==> src/rtl/divchk_pkg.sv <==
// Shared types and defaults for the divided-clock checker.
// Holds the channel FSM encoding, default parameters and a bound helper.
package divchk_pkg;

  typedef enum logic [1:0] {
    IDLE,
    MEASURE,
    LOCKED,
    ERROR
  } chk_state_t;

  localparam int DEF_EXP_P_10K  = 100;
  localparam int DEF_EXP_P_100K = 10;
  localparam int DEF_TOL        = 0;
  localparam int DEF_LOCK_COUNT = 4;
  localparam int DEF_CNT_W      = 8;

  // Lower acceptance bound, clamped so a large tolerance cannot wrap.
  function automatic int lo_bound(int v, int t);
    return (v > t) ? v - t : 0;
  endfunction

endpackage

==> src/rtl/divchk_channel.sv <==
// One checker channel: sync + edge detect, period/high counters, lock FSM.
// Ports: clk/rst (async high), clear, clk_in (async data), locked/err/period.
module divchk_channel
  import divchk_pkg::*;
#(
  parameter int EXP_P      = DEF_EXP_P_100K,
  parameter int TOL        = DEF_TOL,
  parameter int LOCK_COUNT = DEF_LOCK_COUNT,
  parameter int CNT_W      = DEF_CNT_W
) (
  input  logic             clk,
  input  logic             rst,
  input  logic             clear,
  input  logic             clk_in,
  output logic             locked,
  output logic             err,
  output logic [CNT_W-1:0] period
);

  localparam int GW   = $clog2(LOCK_COUNT + 1);
  localparam int HEXP = EXP_P / 2;

  localparam logic [CNT_W-1:0] P_MIN = CNT_W'(lo_bound(EXP_P, TOL));
  localparam logic [CNT_W-1:0] P_MAX = CNT_W'(EXP_P + TOL);
  localparam logic [CNT_W-1:0] H_MIN = CNT_W'(lo_bound(HEXP, TOL));
  localparam logic [CNT_W-1:0] H_MAX = CNT_W'(HEXP + TOL);
  localparam logic [CNT_W-1:0] T_OUT = CNT_W'(EXP_P + TOL + 1);
  localparam logic [GW-1:0]    G_LAST = GW'(LOCK_COUNT - 1);

  logic s1_q, s2_q, s3_q;
  logic [CNT_W-1:0] pcnt_q, pcnt_d;
  logic [CNT_W-1:0] hcnt_q, hcnt_d;
  logic [CNT_W-1:0] high_q, high_d;
  logic [CNT_W-1:0] period_q, period_d;
  logic [GW-1:0]    good_q, good_d;
  logic             locked_q, locked_d;
  logic             err_q, err_d;
  chk_state_t       state_q, state_d;

  logic rise, fall;
  logic good_per, timeout, bad;
  logic [CNT_W-1:0] pcnt_inc, hcnt_inc;

  always_comb begin
    rise = s2_q & ~s3_q;
    fall = ~s2_q & s3_q;
    pcnt_inc = (&pcnt_q) ? pcnt_q : pcnt_q + CNT_W'(1);
    hcnt_inc = (&hcnt_q) ? hcnt_q : hcnt_q + CNT_W'(1);
    good_per = (pcnt_q >= P_MIN) && (pcnt_q <= P_MAX) &&
               (high_q >= H_MIN) && (high_q <= H_MAX);
    // Equality fires once; pcnt then runs on towards saturation.
    timeout = ~rise & (pcnt_q == T_OUT);
    bad = (rise & ~good_per) | timeout;
  end

  always_comb begin
    pcnt_d   = pcnt_q;
    period_d = period_q;
    hcnt_d   = hcnt_q;
    high_d   = high_q;
    if (clear) begin
      pcnt_d = '0;
    end else if (rise) begin
      pcnt_d   = CNT_W'(1);
      period_d = pcnt_q;
    end else begin
      pcnt_d = pcnt_inc;
    end
    if (rise)
      hcnt_d = CNT_W'(1);
    else if (s2_q)
      hcnt_d = hcnt_inc;
    if (fall)
      high_d = hcnt_q;
  end

  always_comb begin
    state_d = state_q;
    if (clear) begin
      state_d = IDLE;
    end else begin
      unique case (state_q)
        IDLE:    if (rise) state_d = MEASURE;
        MEASURE: if (rise && good_per && good_q == G_LAST)
                   state_d = LOCKED;
        LOCKED:  if (bad) state_d = ERROR;
        ERROR:   state_d = ERROR;
      endcase
    end
  end

  always_comb begin
    good_d = good_q;
    err_d  = err_q;
    if (clear) begin
      good_d = '0;
      err_d  = 1'b0;
    end else begin
      unique case (state_q)
        IDLE: if (rise) good_d = '0;
        MEASURE: begin
          if (rise && good_per)
            good_d = good_q + GW'(1);
          else if (bad)
            good_d = '0;
        end
        LOCKED: if (bad) err_d = 1'b1;
        ERROR: err_d = 1'b1;
      endcase
    end
    locked_d = (state_d == LOCKED);
  end

  always_ff @(posedge clk or posedge rst) begin
    if (rst) state_q <= IDLE;
    else     state_q <= state_d;
  end

  always_ff @(posedge clk or posedge rst) begin
    if (rst) begin
      s1_q     <= 1'b0;
      s2_q     <= 1'b0;
      s3_q     <= 1'b0;
      pcnt_q   <= '0;
      hcnt_q   <= '0;
      high_q   <= '0;
      period_q <= '0;
      good_q   <= '0;
      locked_q <= 1'b0;
      err_q    <= 1'b0;
    end else begin
      s1_q     <= clk_in;
      s2_q     <= s1_q;
      s3_q     <= s2_q;
      pcnt_q   <= pcnt_d;
      hcnt_q   <= hcnt_d;
      high_q   <= high_d;
      period_q <= period_d;
      good_q   <= good_d;
      locked_q <= locked_d;
      err_q    <= err_d;
    end
  end

  assign locked = locked_q;
  assign err    = err_q;
  assign period = period_q;

endmodule

==> config.mk <==
export PLATFORM = sky130hd
export DESIGN_NAME = divchk_channel
export DESIGN_NICKNAME = d
export VERILOG_FILES = /design/src/rtl/divchk_pkg.sv /design/src/rtl/divchk_channel.sv
export SDC_FILE = /design/constraint.sdc
export NUM_CORES = 1
export LEC_CHECK = 0
export BUFFER_PORTS_ARGS = -buffer_cell sky130_fd_sc_hd__buf_2
export CAP_MARGIN = 0
export CELL_PAD_IN_SITES_DETAIL_PLACEMENT = 0
export CELL_PAD_IN_SITES_GLOBAL_PLACEMENT = 2
export CORE_MARGIN = 2
export CORE_UTILIZATION = 40
export DETAILED_ROUTE_END_ITERATION = 8
export HOLD_SLACK_MARGIN = 0.12
export PLACE_DENSITY = 0.79
export SYNTH_ARGS = -nofsm -noshare
export SYNTH_HDL_FRONTEND = slang
export SYNTH_SLANG_ARGS = --single-unit
==> constraint.sdc <==
create_clock -name clk -period 2 [get_ports clk]
set_input_delay 0.2 -clock clk [delete_from_list [all_inputs] [get_ports clk]]
set_output_delay 0.2 -clock clk [all_outputs]
set_load 0.05 [all_outputs]
==> results_dict.tcl, run 1 <==
set metrics [dict create \
    synth_enable_flop_cells 0 \
    finish.utilization 0.469 \
    vdd.ir_drop.worst_mv 0.502 \
    ys_seq_area_frac 0.512 \
    cts-buffers-inserted 5 \
    count_of_final_max_slew_check_failures 0 \
    worstSetupEndpointType "flop" \
    start_kind "flop" \
    clock_sinks 42 \
    compound_cell_area_share_of_the_yosys_netlist 0.133 \
    clock-root-buffer "sky130_fd_sc_hd__clkbuf_8" \
    synthesized_area_fraction_occupied_by_and_or_nand_nor_cells 0.180 \
    r2r_setup_slack_ns 0.18 \
    tightestPinTransition_ns 0.532 \
    cts_buffer_depth 2 \
    grt_antenna_before_repair 0 \
    areaGrowthSynthToFinish_pct 15.2 \
    post-cts-setup-buffers 0 \
    leakagePower_uw 0.00108 \
    netSwitchingFraction 0.249 \
    grt_max_degree 43 \
    clock_power_share 0.405 \
    timing.setup.critical_path_class "flop to flop" \
    wl_per_cell_microns 15.2 \
    maxCapViolations 0 \
    arrival_ns 2.01 \
    detail_route.first_pass.iterations 4 \
    num_io_pins 14 \
    total_global_routing_overflow 0 \
    syn-cell-area_sq_um 2050 \
    post_synth_fa_ha_maj_area_fraction 0.0305 \
    internal_power_uw 1490 \
    combPwrFrac 0.118 \
    drive_above_1_share 0.258 \
    synthesis.yosys.warnings 0 \
    drt-vias-per-instance 5.41 \
    detailedPlace.worstSlack_ns 0.210 \
    io_buffers 13 \
    total_vias_in_the_final_route 1509 \
    r2r.worst_path.cells 5 \
    post_synth.cell_area_avg_sq_um 11.0 \
    rr_startpoint "pcnt_q[1]" \
    critical_path.max_fanout 6 \
    rsz0062_at_grt "false" \
    period_needed_ns 1.82 \
    end_point_of_the_worst_hold_path "pcnt_q[0]" \
    synthesis.instances 186 \
    detailed_place_hpwl_microns 2950 \
    number_of_remaining_drc_errors 0 \
    drt_iter0_drc 88 \
    detail-route-antenna-nets 0 \
    timing.final.hold_violations 0 \
    hold_class "input port to flop" \
    clock_skew_ns 0.00484 \
    max_freq_mhz 550 \
    placeableCoreArea_sq_um 5040 \
    initial_utilization 0.407 \
    muxShareOfSynthArea 0.0969 \
    routed_wirelength_microns 4240 \
    timing.critical_path.max_delay_family "simple AND/OR/NAND/NOR gates" \
    tritoncts_clock_tree "yes" \
    finalWeightedCongestion 0.802 \
    row_count 26 \
    worst_ep_required_time_ns 2.19 \
    final_nets 217 \
    min_delay_path_depth 2 \
    cts.reportedPaths.clkPinSlew_ns 0.08 \
    ys_ff_latch 42 \
    n_antenna_cell 0 \
    worst_r2r_endpoint "err" \
    synthFlopType "sky130_fd_sc_hd__dfrtp_1" \
    timing.final.ws_setup_ns 0.181 \
    result_of_the_run "finished, final reports clean" \
    die-height_microns 75.6 \
    post_synthesis_xor_xnor_area_fraction 0.00853 \
    ys_async_sr_fraction 1.00 \
    yosysUniqueCellTypes 48 \
    fin_crit_sh 0.910 \
    h-tree-depth 2 \
    grt_pass1_wl_microns 7070 \
    powerDensity_nw_per_um2 837 \
    first_global_vias 1433 \
    power_switching_uw 492 \
    crit_path_cell_trace "ha_1 > or4b_1 > nor3_1 > nand2_2 > a32o_2" \
    die_w_microns 75.6 \
    critical_path_buf_inv_count 0 \
    critical_path_cell_count 5 \
    worst_slew_margin_rel 0.645 \
    fillers 473 \
    global_route.usage.total 0.168 \
    cpMaxStageDelayCell "sky130_fd_sc_hd__or4b_1" \
    worst_skew_pair.late_latency_ns 0.29 \
    syn-num-nets 195 \
    die-area_sq_um 5720 \
    power_frac_seq 0.477 \
    finalSetupViolCount 0 \
    main_combinational_cell_family_by_area_after_synthesis "simple AND/OR/NAND/NOR gates" \
    tns_ns 0 \
    finalNonFillerCells 279 \
    slowest_delay_ns 0.51 \
    worstHoldStart "clear" \
    dp_cells 269 \
]
[how the worst max path moves through the flow]
stage	startpoint	slack, ns	to
floorplan	pcnt_q[0]	0.28	err
global placement	pcnt_q[0]	0.25	err
detailed placement	pcnt_q[0]	0.21	err
CTS	pcnt_q[1]	0.18	err
global route	pcnt_q[1]	0.05	err
finish	pcnt_q[1]	0.18	err
[kinds of logic after synthesis]
group / count (synthesis)
and+or+nand+nor: 62
AOI/OAI and AO/OA: 43
DFF: 42
muxes: 18
buffers and inverters: 14
adders and majority gates: 5
xor gates and xnor gates: 2
[routing by layer]
| metal | wire length, microns | track usage | vias up |
|---|---|---|---|
| met4 | 58 | 0.0565 | 0 |
| met3 | 175 | 0.0410 | 7 |
| met5 | 0 | 0 | - |
| met1 | 1960 | 0.232 | 731 |
| met2 | 2050 | 0.262 | 35 |
| li1 | - | - | 736 |
[power groups by stage]
stage	combinational [uW]	clock, uW	sequential, uW
global route	258	851	955
detailed placement	232	0	962
floorplan	151	0	978
global placement	228	0	958
finish	234	802	944
CTS	236	822	945
[area by class of cell]
type / count / area [sq um] / share of cell area
Clock buffer: 5 / 68.8 / 0.0291
Timing Repair Buffer: 21 / 130 / 0.0550
Clock inverter: 3 / 68.8 / 0.0291
Multi-Input combinational cell: 130 / 928 / 0.393
Inverter: 8 / 30.0 / 0.0127
Tap cell: 70 / 87.6 / 0.0370
Sequential cell: 42 / 1050 / 0.444
[per-stage QoR]
| step | instance area [sq um] | total power, uW | hold slack (ns) |
|---|---|---|---|
| 2_1_floorplan | 2050 | 1130 | 0.231 |
| 3_3_place_gp | 2200 | 1190 | 0.311 |
| 3_5_place_dp | 2200 | 1190 | 0.309 |
| 4_1_cts | 2360 | 2000 | 0.194 |
| 5_1_grt | 2360 | 2060 | 0.205 |
| 6_report | 2360 | 1980 | 0.201 |
[sequential cells by signal, summed over array words and instances (netlist names)]
signal and cells:
err 1, good_q 3, hcnt_q 8, high_q 8
locked 1, pcnt_q 8, period 8, s1_q 1
s2_q 1, s3_q 1, state_q 2
[placed cells by master (no fill, tap or decap), types with 2 or more instances in the layout]
master and instances:
sky130_fd_sc_hd__buf_2 13, sky130_fd_sc_hd__dfrtp_1 42, sky130_fd_sc_hd__clkbuf_8 5, sky130_fd_sc_hd__and4_1 2, sky130_fd_sc_hd__bufinv_16 2, sky130_fd_sc_hd__nand3_1 5
sky130_fd_sc_hd__a211oi_1 3, sky130_fd_sc_hd__mux2i_1 3, sky130_fd_sc_hd__nand2b_1 2, sky130_fd_sc_hd__buf_4 6, sky130_fd_sc_hd__and3_1 2, sky130_fd_sc_hd__a31oi_1 6
sky130_fd_sc_hd__nor3_1 5, sky130_fd_sc_hd__nand2_1 14, sky130_fd_sc_hd__a311oi_1 2, sky130_fd_sc_hd__nor2_1 7, sky130_fd_sc_hd__o21ai_0 18, sky130_fd_sc_hd__nand4_1 4
sky130_fd_sc_hd__inv_1 8, sky130_fd_sc_hd__ha_1 5, sky130_fd_sc_hd__or2b_2 3, sky130_fd_sc_hd__dlygate4sd3_1 2, sky130_fd_sc_hd__or3_1 3, sky130_fd_sc_hd__a21oi_1 4
sky130_fd_sc_hd__mux2_2 15, sky130_fd_sc_hd__nor3b_1 2
[cells in the mapped netlist, types with 2 or more instances]
master	count	area (sq um)
sky130_fd_sc_hd__inv_1	8	30.0
sky130_fd_sc_hd__nand2b_1	2	12.5
sky130_fd_sc_hd__mux2_2	15	169
sky130_fd_sc_hd__o21ai_0	18	90.1
sky130_fd_sc_hd__a21oi_1	4	20.0
sky130_fd_sc_hd__nor3_1	6	30.0
sky130_fd_sc_hd__nand3_1	5	25.0
sky130_fd_sc_hd__nor3b_1	2	15.0
sky130_fd_sc_hd__or2b_2	3	26.3
sky130_fd_sc_hd__mux2i_1	3	30.0
sky130_fd_sc_hd__ha_1	5	62.6
sky130_fd_sc_hd__and4_1	2	17.5
sky130_fd_sc_hd__and3_1	2	12.5
sky130_fd_sc_hd__or3_1	3	18.8
sky130_fd_sc_hd__buf_6	3	33.8
sky130_fd_sc_hd__nor2_1	7	26.3
sky130_fd_sc_hd__a311oi_1	2	17.5
sky130_fd_sc_hd__dfrtp_1	42	1050
sky130_fd_sc_hd__nand4_1	4	25.0
sky130_fd_sc_hd__nand2_1	14	52.6
sky130_fd_sc_hd__a31oi_1	6	37.5
sky130_fd_sc_hd__clkbuf_1	2	7.51
sky130_fd_sc_hd__a211oi_1	3	22.5
[what timing repair did]
action,4_1_cts,5_1_grt
resized for setup,0,1
setup endpoints to repair,0,1
hold buffers,2,0
endpoints found under the hold margin,43,0
No activity file was read; power rests on OpenSTA's default activity.
==> run 2: changes to the inputs <==
--- a/config.mk
+++ b/config.mk
@@ -5,15 +5,16 @@
 export SDC_FILE = /design/constraint.sdc
 export NUM_CORES = 1
 export LEC_CHECK = 0
+export ABC_AREA = 1
 export BUFFER_PORTS_ARGS = -buffer_cell sky130_fd_sc_hd__buf_2
 export CAP_MARGIN = 0
 export CELL_PAD_IN_SITES_DETAIL_PLACEMENT = 0
 export CELL_PAD_IN_SITES_GLOBAL_PLACEMENT = 2
 export CORE_MARGIN = 2
-export CORE_UTILIZATION = 40
+export CORE_UTILIZATION = 36
 export DETAILED_ROUTE_END_ITERATION = 8
 export HOLD_SLACK_MARGIN = 0.12
-export PLACE_DENSITY = 0.79
+export PLACE_DENSITY_LB_ADDON = 0.15
 export SYNTH_ARGS = -nofsm -noshare
 export SYNTH_HDL_FRONTEND = slang
 export SYNTH_SLANG_ARGS = --single-unit
==> run 2 against run 1 <==
Net effect:
- synthesized cell count increased by 28%
- critical path depth increased by 2
- clock skew decreased by 0.0016 ns
- critical path type unchanged
- combinational power decreased by 8%
- register-to-register slack improved by 0.18 ns
- worst setup slack improved by 0.18 ns
- fmax increased by 11%
- clock-buffer cell count increased by 1
- sequential share of layout area increased by 1.1 points
- largest cell class unchanged
- cell count increased by 19%
- worst hold slack got worse by 0.029 ns
==> results_dict.tcl, run 2 <==
set metrics [dict create \
    max_freq_mhz 609 \
    period_needed_ns 1.64 \
    netlist_top_cells_area "sky130_fd_sc_hd__dfrtp_1 51%, sky130_fd_sc_hd__nand2_1 8.1%, sky130_fd_sc_hd__inv_1 6.4%" \
    drive_above_1_share 0.158 \
    yosysUniqueCellTypes 27 \
    detail_route.first_pass.iterations 4 \
    die_w_microns 79.4 \
    cts.reportedPaths.clkPinSlew_ns 0.08 \
    multi_input_area_sq_um 835 \
    ys_ff_latch 42 \
    highest-signal-layer "met4" \
    clock-root-buffer "sky130_fd_sc_hd__clkbuf_8" \
    r2r.worst_path.cells 7 \
    dp_cells 321 \
    final_cell_mix "44 x sky130_fd_sc_hd__nand2_1, 42 x sky130_fd_sc_hd__dfrtp_1, 34 x sky130_fd_sc_hd__inv_1, 24 x sky130_fd_sc_hd__o21ai_0, 21 x sky130_fd_sc_hd__nor2_1" \
    finish.utilization 0.419 \
    count_of_final_max_slew_check_failures 0 \
    final-seq-area_sq_um 1050 \
    synth.most_common_cell "sky130_fd_sc_hd__nand2_1" \
    synthesis.yosys.warnings 0 \
    finalSetupViolCount 0 \
    n_antenna_cell 0 \
    row_count 27 \
    final_design_area_no_fill_sq_um 2310 \
    post_synth.cell_area_avg_sq_um 8.61 \
    global_route.usage.total 0.159 \
    met3_wirelength_microns 157 \
    m1_wl_microns 2200 \
    cp-startpoint "hcnt_q[0]" \
    timing.final.hold_violations 0 \
    tightestPinTransition_ns 0.537 \
    synth_enable_flop_cells 0 \
    r2r_setup_slack_ns 0.36 \
    layout.cells.most_common "sky130_fd_sc_hd__nand2_1" \
    io_buffers 13 \
    start_kind "flop" \
    syn-num-nets 247 \
    total_vias_in_the_final_route 1586 \
    grt_max_degree 43 \
    fin_crit_sh 0.821 \
    worst_r2r_endpoint "hcnt_q[2]" \
    first_global_vias 1582 \
    vdd.ir_drop.worst_mv 0.334 \
    tritoncts_clock_tree "yes" \
    tns_ns 0 \
    drt-vias-per-instance 4.79 \
    grt_antenna_before_repair 0 \
    finalNonFillerCells 331 \
    fillers 554 \
    synth.cells.most_frequent "44 x sky130_fd_sc_hd__nand2_1, 42 x sky130_fd_sc_hd__dfrtp_1, 35 x sky130_fd_sc_hd__inv_1" \
    rsz0062_at_grt "false" \
    rr_startpoint "hcnt_q[0]" \
    grt_pass1_wl_microns 7740 \
    initial_utilization 0.372 \
    synthFlopType "sky130_fd_sc_hd__dfrtp_1" \
    total_global_routing_overflow 0 \
    wl_per_cell_microns 12.7 \
    die-area_sq_um 6310 \
    detailed_route_wirelength_on_metal2_microns 1780 \
    number_of_remaining_drc_errors 0 \
    clock_skew_ns 0.00328 \
    routed_wirelength_microns 4200 \
    worstHoldStart "clear" \
    cts-buffers-inserted 5 \
    timing.setup.critical_path_class "flop to flop" \
    dpl_cell_area_sq_um 2190 \
    final_nets 267 \
    areaGrowthSynthToFinish_pct 12.6 \
    worst_ep_required_time_ns 2.22 \
    h-tree-depth 2 \
    ys_seq_area_frac 0.513 \
    detail-route-antenna-nets 0 \
    maxCapViolations 0 \
    finalWeightedCongestion 0.778 \
    hold_class "input port to flop" \
    worst_slew_margin_rel 0.642 \
    syn-cell-area_sq_um 2050 \
    num_io_pins 14 \
    worst_skew_pair.late_latency_ns 0.29 \
    post-cts-setup-buffers 0 \
    placeableCoreArea_sq_um 5510 \
    detailed_place_hpwl_microns 3040 \
    drt_iter0_drc 78 \
    cp-endpoint "hcnt_q[2]" \
    synthDominantAreaCellType "sky130_fd_sc_hd__dfrtp_1" \
    powerDensity_nw_per_um2 763 \
    synthesis.instances 238 \
    leakagePower_uw 0.00109 \
    die-height_microns 79.4 \
    cts_repair_resize_count 0 \
    cts_buffer_depth 2 \
    ys_async_sr_fraction 1.00 \
    result_of_the_run "finished, final reports clean" \
    worstSetupEndpointType "flop" \
    clock_sinks 42 \
    critical_path.max_fanout 13 \
    arrival_ns 1.86 \
    post-synth-top-area-fraction 0.513 \
]
## run 2: per-layer routing
layer	vias up	global-route usage
li1	819	-
met1	731	0.232
met2	30	0.233
met3	6	0.0385
met4	0	0.0517
met5	-	0
## run 2: cell families after synthesis
family	synth area share
compound gates	0.123
flops	0.513
fa+ha+maj	0.0305
simple gates	0.228
buf+inv	0.0794
mux	0.0165
xor+xnor	0.00855
## run 2: worst min path at each step
stage                end  cells after the start  slack (ns)
floorplan           s1_q                      0        0.23
global placement    s1_q                      1        0.31
detailed placement  s1_q                      1        0.31
CTS                  err                      2        0.16
global route         err                      2        0.16
finish               err                      2        0.17
## run 2: repair_timing
action                                  4_1_cts  5_1_grt
endpoints found under the setup margin        0        0
hold buffers                                  2        0
endpoints found under the hold margin        43        0
## run 2: report_power, final
part,switching (uW),internal (uW),total (uW)
combinational,145,70.3,215
sequential,60.8,907,968
clock,298,278,576
total,504,1260,1760
## run 2: cell type report
type	count	share of cell area
sequential	42	0.456
clock buffer	6	0.0358
clock inverter	2	0.00543
multi-input combinational	155	0.362
tap	72	0.0391
inverter	38	0.0619
timing repair buffer	16	0.0402
## run 2: worst max-delay path: stages, from the launching register on
cell and delay [ns]:
sky130_fd_sc_hd__dfrtp_1 0.41, sky130_fd_sc_hd__ha_1 0.21, sky130_fd_sc_hd__nand2_1 0.09, sky130_fd_sc_hd__nor3_2 0.19
sky130_fd_sc_hd__nand3_1 0.11, sky130_fd_sc_hd__nand2_1 0.32, sky130_fd_sc_hd__o21ai_0 0.12, sky130_fd_sc_hd__a21oi_1 0.12
## run 2: metrics by stage
stage	total power, uW	setup slack (ns)	hold WS [ns]
4_1_cts	1800	0.344	0.158
6_report	1760	0.358	0.172
5_1_grt	1880	0.183	0.164
3_5_place_dp	1200	0.361	0.310
3_3_place_gp	1200	0.416	0.309
2_1_floorplan	1130	0.659	0.231
==> run 3: changes to the inputs <==
--- a/config.mk
+++ b/config.mk
@@ -5,7 +5,7 @@
 export SDC_FILE = /design/constraint.sdc
 export NUM_CORES = 1
 export LEC_CHECK = 0
-export ABC_AREA = 1
+export ABC_AREA = 0
 export BUFFER_PORTS_ARGS = -buffer_cell sky130_fd_sc_hd__buf_2
 export CAP_MARGIN = 0
 export CELL_PAD_IN_SITES_DETAIL_PLACEMENT = 0
==> constraint.sdc (replaced) <==
create_clock -name clk -period 1.4 [get_ports clk]
set_input_delay 0.14 -clock clk [delete_from_list [all_inputs] [get_ports clk]]
set_output_delay 0.14 -clock clk [all_outputs]
set_load 0.05 [all_outputs]
==> run 3 against run 2 <==
Net effect:
- the flow now finishes with violations (setup timing)
- clock-buffer cell count shrank 1
- worst hold slack better by 0.0070 ns
- fmax is 1.2% lower
- die area grew 0.23%
- clock skew grew 0.0013 ns
- global-route usage up 0.89 points
==> results_dict.tcl, run 3 (synthesized netlist as in run 1, its figures left out) <==
set metrics [dict create \
    powerDensity_nw_per_um2 991 \
    total_global_routing_overflow 0 \
    wl_per_cell_microns 15.1 \
    period_needed_ns 1.66 \
    cp-startpoint "pcnt_q[0]" \
    r2r_setup_slack_ns -0.26 \
    layout.cells.most_common "sky130_fd_sc_hd__buf_4" \
    row_count 27 \
    maxCapViolations 0 \
    number_of_remaining_drc_errors 0 \
    groute.layer.met2.usage 0.261 \
    detail_route.first_pass.iterations 4 \
    rsz0062_at_grt "true" \
    n_antenna_cell 0 \
    areaGrowthSynthToFinish_pct 39.9 \
    dpl_cell_area_sq_um 2520 \
    final_design_area_no_fill_sq_um 2870 \
    worstSetupEndpointType "flop" \
    count_of_final_max_slew_check_failures 0 \
    cpMaxStageDelayCell "sky130_fd_sc_hd__or4b_4" \
    max_freq_mhz 602 \
    drt-vias-per-instance 5.26 \
    drt_iter0_drc 79 \
    grt-busiest-layer "met2" \
    cts-buffers-inserted 5 \
    total_power_uw 2840 \
    first_global_vias 1719 \
    timing.final.ws_setup_ns -0.262 \
    h-tree-depth 2 \
    num_io_pins 14 \
    worst_hold_slack_ns 0.179 \
    io_buffers 13 \
    grt_pass1_wl_microns 8230 \
    placeableCoreArea_sq_um 5510 \
    r2r.worst_path.cells 6 \
    tritoncts_clock_tree "yes" \
    crit_path_cell_trace "inv_1 > ha_1 > or4b_4 > nor3_4 > nand2_2 > a32o_2" \
    finalNonFillerCells 323 \
    grt_max_degree 43 \
    arrival_ns 1.85 \
    timing.setup.critical_path_class "flop to flop" \
    global_route.usage.total 0.168 \
    failing_checks "setup timing" \
    worst_r2r_endpoint "err" \
    final_nets 259 \
    die-area_sq_um 6320 \
    globalRouteMet1Util 0.233 \
    tightestPinTransition_ns 0.530 \
    finalSetupViolCount 14 \
    hold_class "input port to flop" \
    end_point_of_the_worst_hold_path "pcnt_q[0]" \
    start_kind "flop" \
    worst_ep_required_time_ns 1.59 \
    rr_startpoint "pcnt_q[0]" \
    leakagePower_uw 0.00135 \
    drive_above_1_share 0.474 \
    fin_crit_sh 1.19 \
    worst_skew_pair.late_latency_ns 0.30 \
    worst_slew_margin_rel 0.647 \
    clock_skew_ns 0.00462 \
    final_cell_mix "45 x sky130_fd_sc_hd__buf_4, 42 x sky130_fd_sc_hd__dfrtp_1, 13 x sky130_fd_sc_hd__buf_2, 12 x sky130_fd_sc_hd__nand2_1, 11 x sky130_fd_sc_hd__o21ai_0" \
    die_w_microns 79.5 \
    initial_utilization 0.373 \
    grt_antenna_before_repair 0 \
    detail-route-antenna-nets 0 \
    dp_cells 304 \
    vdd.ir_drop.worst_mv 0.896 \
    clock_sinks 42 \
    routed_wirelength_microns 4880 \
    worstHoldStart "clear" \
    slowest_delay_ns 0.51 \
    timing.final.hold_violations 0 \
    total_vias_in_the_final_route 1698 \
    result_of_the_run "finished with violations" \
    clock-root-buffer "sky130_fd_sc_hd__clkbuf_8" \
    detailed_place_hpwl_microns 3440 \
    cts.reportedPaths.clkPinSlew_ns 0.09 \
    die-height_microns 79.5 \
    min_delay_path_depth 2 \
    cts_buffer_depth 2 \
    finalWeightedCongestion 0.802 \
    gr-usage-met3 0.0407 \
    critical_path.max_fanout 3 \
]
==> run 3: layout make-up <==
class / instances / area [sq um]
fillers: 499 / 2640
multi-input cells: 130 / 1120
flip-flops and latches: 42 / 1050
repair buffers: 63 / 465
well taps: 72 / 90.1
clock buffers: 5 / 68.8
clock inverters: 3 / 43.8
inverters: 8 / 30.0
==> run 3: worst max-delay path: cells and delay by family (launching register included) <==
family,cells,cell delay [ns]
AOI/OAI and AO/OA,1,0.25
DFF,1,0.40
adders and majority gates,1,0.12
buffers and inverters,1,0.06
and+or+nand+nor,3,0.73
==> run 3: how the worst max path moves through the flow <==
stage                            to  slack [ns]  depth (start not counted)
final                           err       -0.26                          6
after global routing      good_q[1]       -0.36                          6
after CTS                 good_q[1]       -0.27                          6
after detailed placement  good_q[1]       -0.35                          6
after global placement    good_q[1]       -0.25                          6
after floorplan                 err       -0.21                          6
==> run 3: timing repair <==
item | CTS | global route
hold buffers | 2 | 0
pin swaps | 14 | 6
buffers inserted | 4 | 5
setup endpoints to repair | 22 | 31
gates resized for setup | 15 | 17
hold endpoints to repair | 43 | 0
gates cloned | 0 | 0
==> run 3: power by group <==
part	total (uW)	leakage (uW)	internal [uW]	switching [uW]
sequential	1330	0.000563	1280	45.7
clock	984	0.0000585	535	449
combinational	531	0.000727	241	290
==> run 3: layer usage <==
metal,vias up,routed length [microns],share of wire
li1,812,-,-
met1,855,2270,0.47
met5,-,0,0
met2,29,2400,0.49
met4,0,25,0.0051
met3,2,178,0.036
==> run 3: through the flow <==
stage	TNS, ns	utilization	setup slack, ns
2_1_floorplan	-2.85	-	-0.212
3_3_place_gp	-2.10	0.458	-0.254
3_5_place_dp	-2.82	0.458	-0.349
4_1_cts	-2.18	0.500	-0.271
5_1_grt	-3.80	0.521	-0.363
6_report	-2.09	0.521	-0.262
